### config.mk
export PLATFORM = sky130hd
export DESIGN_NAME = rggen_host_bridge
export DESIGN_NICKNAME = d
export VERILOG_FILES = /design/src/rtl/rggen_rtl_pkg.sv /design/src/rtl/rggen_host_bridge_response_mux.sv /design/src/rtl/rggen_host_bridge.sv
export SDC_FILE = /design/constraint.sdc
export NUM_CORES = 1
export LEC_CHECK = 0
export BUFFER_PORTS_ARGS = -buffer_cell sky130_fd_sc_hd__buf_2
export CAP_MARGIN = 20
export CORE_MARGIN = 2
export CORE_UTILIZATION = 27
export CTS_CLUSTER_SIZE = 25
export DETAILED_ROUTE_END_ITERATION = 6
export GPL_ROUTABILITY_DRIVEN = 0
export SLEW_MARGIN = 15
export SYNTH_ARGS = -nofsm -noshare
export SYNTH_HDL_FRONTEND = slang
export SYNTH_SLANG_ARGS = --single-unit
### constraint.sdc
create_clock -name clk -period 3.5 [get_ports clk]
set_input_delay 0.525 -clock clk [delete_from_list [all_inputs] [get_ports clk]]
set_output_delay 0.525 -clock clk [all_outputs]
set_load 0.01 [all_outputs]
### src/rtl/rggen_rtl_pkg.sv
// Shared register-protocol types: access status codes and access direction.
package rggen_rtl_pkg;

    typedef enum logic [1:0] {
        RGGEN_OKAY         = 2'b00,
        RGGEN_EXOKAY       = 2'b01,
        RGGEN_SLAVE_ERROR  = 2'b10,
        RGGEN_DECODE_ERROR = 2'b11
    } rggen_status;

    typedef enum logic {
        RGGEN_READ  = 1'b0,
        RGGEN_WRITE = 1'b1
    } rggen_direction;

endpackage

### src/rtl/rggen_host_bridge_response_mux.sv
// Combinational merge of the per-register responses into one status/data pair.
module rggen_response_mux
    import rggen_rtl_pkg::*;
#(
    parameter int REGISTERS  = 1,
    parameter int DATA_WIDTH = 32
) (
    input  logic [REGISTERS-1:0]            select,
    input  logic [REGISTERS-1:0]            ready,
    input  logic [2*REGISTERS-1:0]          status,
    input  logic [DATA_WIDTH*REGISTERS-1:0] read_data,
    output logic                            hit,
    output logic                            any_select,
    output rggen_status                     hit_status,
    output logic [DATA_WIDTH-1:0]           hit_read_data
);

    always_comb begin
        // NOTE: every output gets a default before the loop so no path leaves a latch behind.
        hit           = 1'b0;
        any_select    = 1'b0;
        hit_status    = RGGEN_OKAY;
        hit_read_data = '0;
        // Walk from the top index down so the lowest-index hit writes the status last.
        for (int i = REGISTERS - 1; i >= 0; i--) begin
            any_select = any_select | select[i];
            if (select[i] && ready[i]) begin
                hit           = 1'b1;
                hit_read_data = hit_read_data | read_data[DATA_WIDTH*i +: DATA_WIDTH];
                hit_status    = rggen_status'(status[2*i +: 2]);
            end
        end
    end

endmodule

### src/rtl/rggen_host_bridge.sv
// Register bus initiator: one host command in, one register request out, one response back.
module rggen_host_bridge
    import rggen_rtl_pkg::*;
#(
    parameter int ADDRESS_WIDTH  = 16,
    parameter int DATA_WIDTH     = 32,
    parameter int REGISTERS      = 1,
    parameter int TIMEOUT_CYCLES = 0,
    parameter bit ERROR_STATUS   = 1'b1
) (
    input  logic                            clk,
    input  logic                            rst,
    input  logic                            i_host_valid,
    output logic                            o_host_ready,
    input  logic [ADDRESS_WIDTH-1:0]        i_host_address,
    input  logic                            i_host_write,
    input  logic [DATA_WIDTH-1:0]           i_host_write_data,
    input  logic [DATA_WIDTH/8-1:0]         i_host_write_strobe,
    output logic                            o_host_response_valid,
    input  logic                            i_host_response_ready,
    output rggen_status                     o_host_status,
    output logic [DATA_WIDTH-1:0]           o_host_read_data,
    output logic                            o_register_request,
    output logic [ADDRESS_WIDTH-1:0]        o_register_address,
    output rggen_direction                  o_register_direction,
    output logic [DATA_WIDTH-1:0]           o_register_write_data,
    output logic [DATA_WIDTH/8-1:0]         o_register_write_strobe,
    input  logic [REGISTERS-1:0]            i_register_select,
    input  logic [REGISTERS-1:0]            i_register_ready,
    input  logic [2*REGISTERS-1:0]          i_register_status,
    input  logic [DATA_WIDTH*REGISTERS-1:0] i_register_read_data
);

    typedef enum logic [1:0] {IDLE, ACCESS, RESPONSE} state_e;

    localparam int COUNT_WIDTH = (TIMEOUT_CYCLES > 1) ? $clog2(TIMEOUT_CYCLES) : 1;

    state_e                  state;
    state_e                  next_state;
    logic [COUNT_WIDTH-1:0]  count;
    logic                    hit;
    logic                    any_select;
    logic                    timeout;
    rggen_status             hit_status;
    logic [DATA_WIDTH-1:0]   hit_read_data;

    rggen_response_mux #(
        .REGISTERS  (REGISTERS),
        .DATA_WIDTH (DATA_WIDTH)
    ) u_response_mux (
        .select        (i_register_select),
        .ready         (i_register_ready),
        .status        (i_register_status),
        .read_data     (i_register_read_data),
        .hit           (hit),
        .any_select    (any_select),
        .hit_status    (hit_status),
        .hit_read_data (hit_read_data)
    );

    // The count reaches TIMEOUT_CYCLES-1 on the last ACCESS cycle allowed; a hit in that cycle still wins.
    assign timeout = (TIMEOUT_CYCLES > 0) && any_select && !hit
                  && (count == COUNT_WIDTH'(TIMEOUT_CYCLES - 1));

    always_ff @(posedge clk or posedge rst) begin
        // NOTE: sequential state uses non-blocking assignments so every flop samples pre-edge values.
        if (rst) state <= IDLE;
        else     state <= next_state;
    end

    always_comb begin
        next_state = state;
        case (state)
            IDLE:     if (i_host_valid)                    next_state = ACCESS;
            ACCESS:   if (hit || !any_select || timeout)   next_state = RESPONSE;
            RESPONSE: if (i_host_response_ready)           next_state = IDLE;
            default:                                       next_state = IDLE;
        endcase
    end

    always_comb begin
        o_host_ready          = (state == IDLE);
        o_register_request    = (state == ACCESS);
        o_host_response_valid = (state == RESPONSE);
    end

    always_ff @(posedge clk or posedge rst) begin
        if (rst) begin
            o_register_address      <= '0;
            o_register_direction    <= RGGEN_READ;
            o_register_write_data   <= '0;
            o_register_write_strobe <= '0;
            o_host_status           <= RGGEN_OKAY;
            o_host_read_data        <= '0;
            count                   <= '0;
        end else begin
            if (state == IDLE && i_host_valid) begin
                o_register_address      <= i_host_address;
                o_register_direction    <= i_host_write ? RGGEN_WRITE : RGGEN_READ;
                o_register_write_data   <= i_host_write_data;
                o_register_write_strobe <= i_host_write_strobe;
            end
            if (state == ACCESS) begin
                if (hit) begin
                    o_host_status    <= hit_status;
                    o_host_read_data <= (o_register_direction == RGGEN_WRITE) ? '0 : hit_read_data;
                end else if (!any_select) begin
                    o_host_status    <= ERROR_STATUS ? RGGEN_DECODE_ERROR : RGGEN_OKAY;
                    o_host_read_data <= '0;
                end else if (timeout) begin
                    o_host_status    <= RGGEN_SLAVE_ERROR;
                    o_host_read_data <= '0;
                end
            end
            count <= (state == ACCESS && next_state == ACCESS) ? count + COUNT_WIDTH'(1) : '0;
        end
    end

endmodule

==> run summary <==
Status -> finished clean
Pwr dens -> 920 nW/um2
FF-to-FF path depth -> 4
Slew headroom -> 0.540
Placeable Area -> 12700 um2
Fmax -> 502 MHz
Die width -> 118 um
Starting Density -> 0.277
Root buffer cell -> clkbuf_16
Crit end category -> flip-flop
CP Max Fanout -> 38
Post_cts resized -> 0
Register Area -> 2230 um2
Rows -> 41
Clock Sink Count -> 89
Max Cap Violations -> 0
Final Skew -> 0.00480 ns
Share of layout cells above drive strength 1 -> 0.656
DR DRC count -> 0
First-pass GRT wire length -> 12900 um
CTS Buf Count -> 9
Setup crit start kind -> flip-flop
Buffers on Ports -> 182
GR Util All Layers -> 0.116
Crit share post-route -> 0.569
# hold bufs at CTS -> 0
TNS Setup -> 0 ns
Largest net degree at the start of global routing -> 90
Depth of the CTS H-tree -> 3
Least-Margin Pin Slew -> 0.689 ns
CTS max path bufs -> 2
Area growth from synthesis to layout -> 38.9%
Final hold vios -> 0
Worst hold path class -> in -> async
Post CTS Setup Buffer Count -> 0
Vias in the first global route -> 2470
Yosys cell types -> 21
DPL Wire Length -> 5650 um
Syn Area/Cell -> 17.1 um2
Max incr delay on CP -> 0.61 ns
Crit-path cells -> nor2_1 -> and2_4 -> buf_4 -> mux2_4
Synthesized flop and latch total -> 89
Most frequent cells in the layout -> buf_2, dfrtp_1, mux2_4
ANT nets after route -> 0
Sequential area share after synthesis -> 0.634
NumNets Final -> 483
DRT iter0 DRCs -> 93
Slowest library cell on the worst path -> and2_4
Skew-Pair Late Insertion Delay -> 0.33 ns
DIE HEIGHT -> 118 um
Cells after Synth -> 206
Antenna Cells -> 0
Overflow after GRT -> 0
RR Endpoint -> o_register_write_data[1]
Minimum clock period -> 1.99 ns
Full die area -> 13900 um2
Worst EP required -> 3.72 ns
Unrepaired setup endpoints after global routing -> false
Worst vdd ir -> 414 uV
Commonest non-fill, non-tap cell in the layout -> buf_2
Pleak -> 2.59 nW
R2r startpoint -> state[0]
Crit-path leading delay family -> simple AND/OR/NAND/NOR gates
CTS tree -> done
YS warnings -> 0
Setup Viol. Count Final -> 0
Final-report max-slew violation count -> 0
I/O pin cnt -> 183
Pwr Total -> 4.49 mW
Cell Area, Synth -> 3510 um2
Post-synth top area cell -> dfrtp_1
Dominant cells by area after synthesis -> dfrtp_1, mux2_4, a22o_1
Fillcell total -> 1236
First drt pass iteration count -> 4
Routed length per instance -> 14.3 um
Vias -> 2423
Area of the multi-input gates -> 1150 um2
Vias/cell -> 4.27
Final wirelength -> 8090 um
Net Count, Synth -> 299
Yosys top cell area share -> 0.634
Clock-pin slew on the worst setup and hold paths -> 0.06 ns
Worst path arrival time -> 2.21 ns
Antenna violations before repair -> 0
CP bufs+invs -> 1
FF-to-FF setup slack -> 1.51 ns
Path type of the worst setup path -> reg -> reg
[state kept, by name (all words and copies together), names as in the netlist]
name and flops:
o_register_write_strobe 4, o_register_direction 1, o_host_read_data 32, o_register_address 16
state 2, o_host_status 2, o_register_write_data 32
[layer usage]
| metal | routed length (um) | track usage |
|---|---|---|
| met4 | 136 | 0.0520 |
| met2 | 3850 | 0.178 |
| met1 | 3590 | 0.152 |
| met5 | 0 | 0 |
| met3 | 513 | 0.0310 |
[power by group]
group / switching, mW / internal, mW / total, mW / leakage (nW)
sequential: 0.259 / 1.50 / 1.76 / 1.10
clock: 0.394 / 0.593 / 0.987 / 0.149
combinational: 0.771 / 0.974 / 1.74 / 1.34
[per-stage QoR]
stage	cell area (um2)	util	hold slack (ns)	instances	setup slack (ns)
floorplan	3510	-	0.533	206	0.668
global placement	4560	0.360	0.480	550	1.44
detailed placement	4560	0.360	0.481	550	1.38
CTS	4860	0.384	0.297	566	1.45
global route	4880	0.385	0.337	567	1.40
finish	4880	0.385	0.289	567	1.51
[worst max path at each step]
stage | start | to | slack [ns] | depth (start not counted)
floorplan | rst | o_host_read_data[0] | 0.67 | 1
global placement | i_register_ready | state[1] | 1.44 | 4
detailed placement | i_register_ready | state[1] | 1.38 | 4
CTS | state[1] | o_host_read_data[12] | 1.45 | 4
global route | state[0] | o_register_address[15] | 1.40 | 4
finish | state[0] | o_register_write_data[1] | 1.51 | 4
[cell families (layout without fill, tap and decap cells)]
group           count (synthesis)  count (layout)  share of synthesized area
flops                          89              89                      0.634
mux                            53              53                      0.222
compound gates                 37              37                     0.0887
buf+inv                        17             206                     0.0388
simple gates                   10              10                     0.0164
[cells in the mapped netlist (all sizes together)]
library cell / n
a21oi: 2
a22o: 32
a41oi: 1
and2: 1
and4b: 1
buf: 11
clkbuf: 2
dfrtp: 89
inv: 4
mux2: 53
nand2: 2
nand2b: 3
nor2: 2
nor3: 1
o21ai: 1
o21bai: 1
[worst min-delay path: cells and delay by family]
| kind | cells | cell delay, ns |
|---|---|---|
| buf+inv | 3 | 0.53 |
[final cells by class]
| type | instances | area share |
|---|---|---|
| inverters | 4 | 0.00333 |
| clock inverters | 4 | 0.0105 |
| well taps | 172 | 0.0441 |
| repair buffers | 186 | 0.197 |
| flip-flops and latches | 89 | 0.456 |
| clock buffers | 12 | 0.0526 |
| multi-input cells | 100 | 0.236 |
No activity file was read; power rests on OpenSTA's default activity.
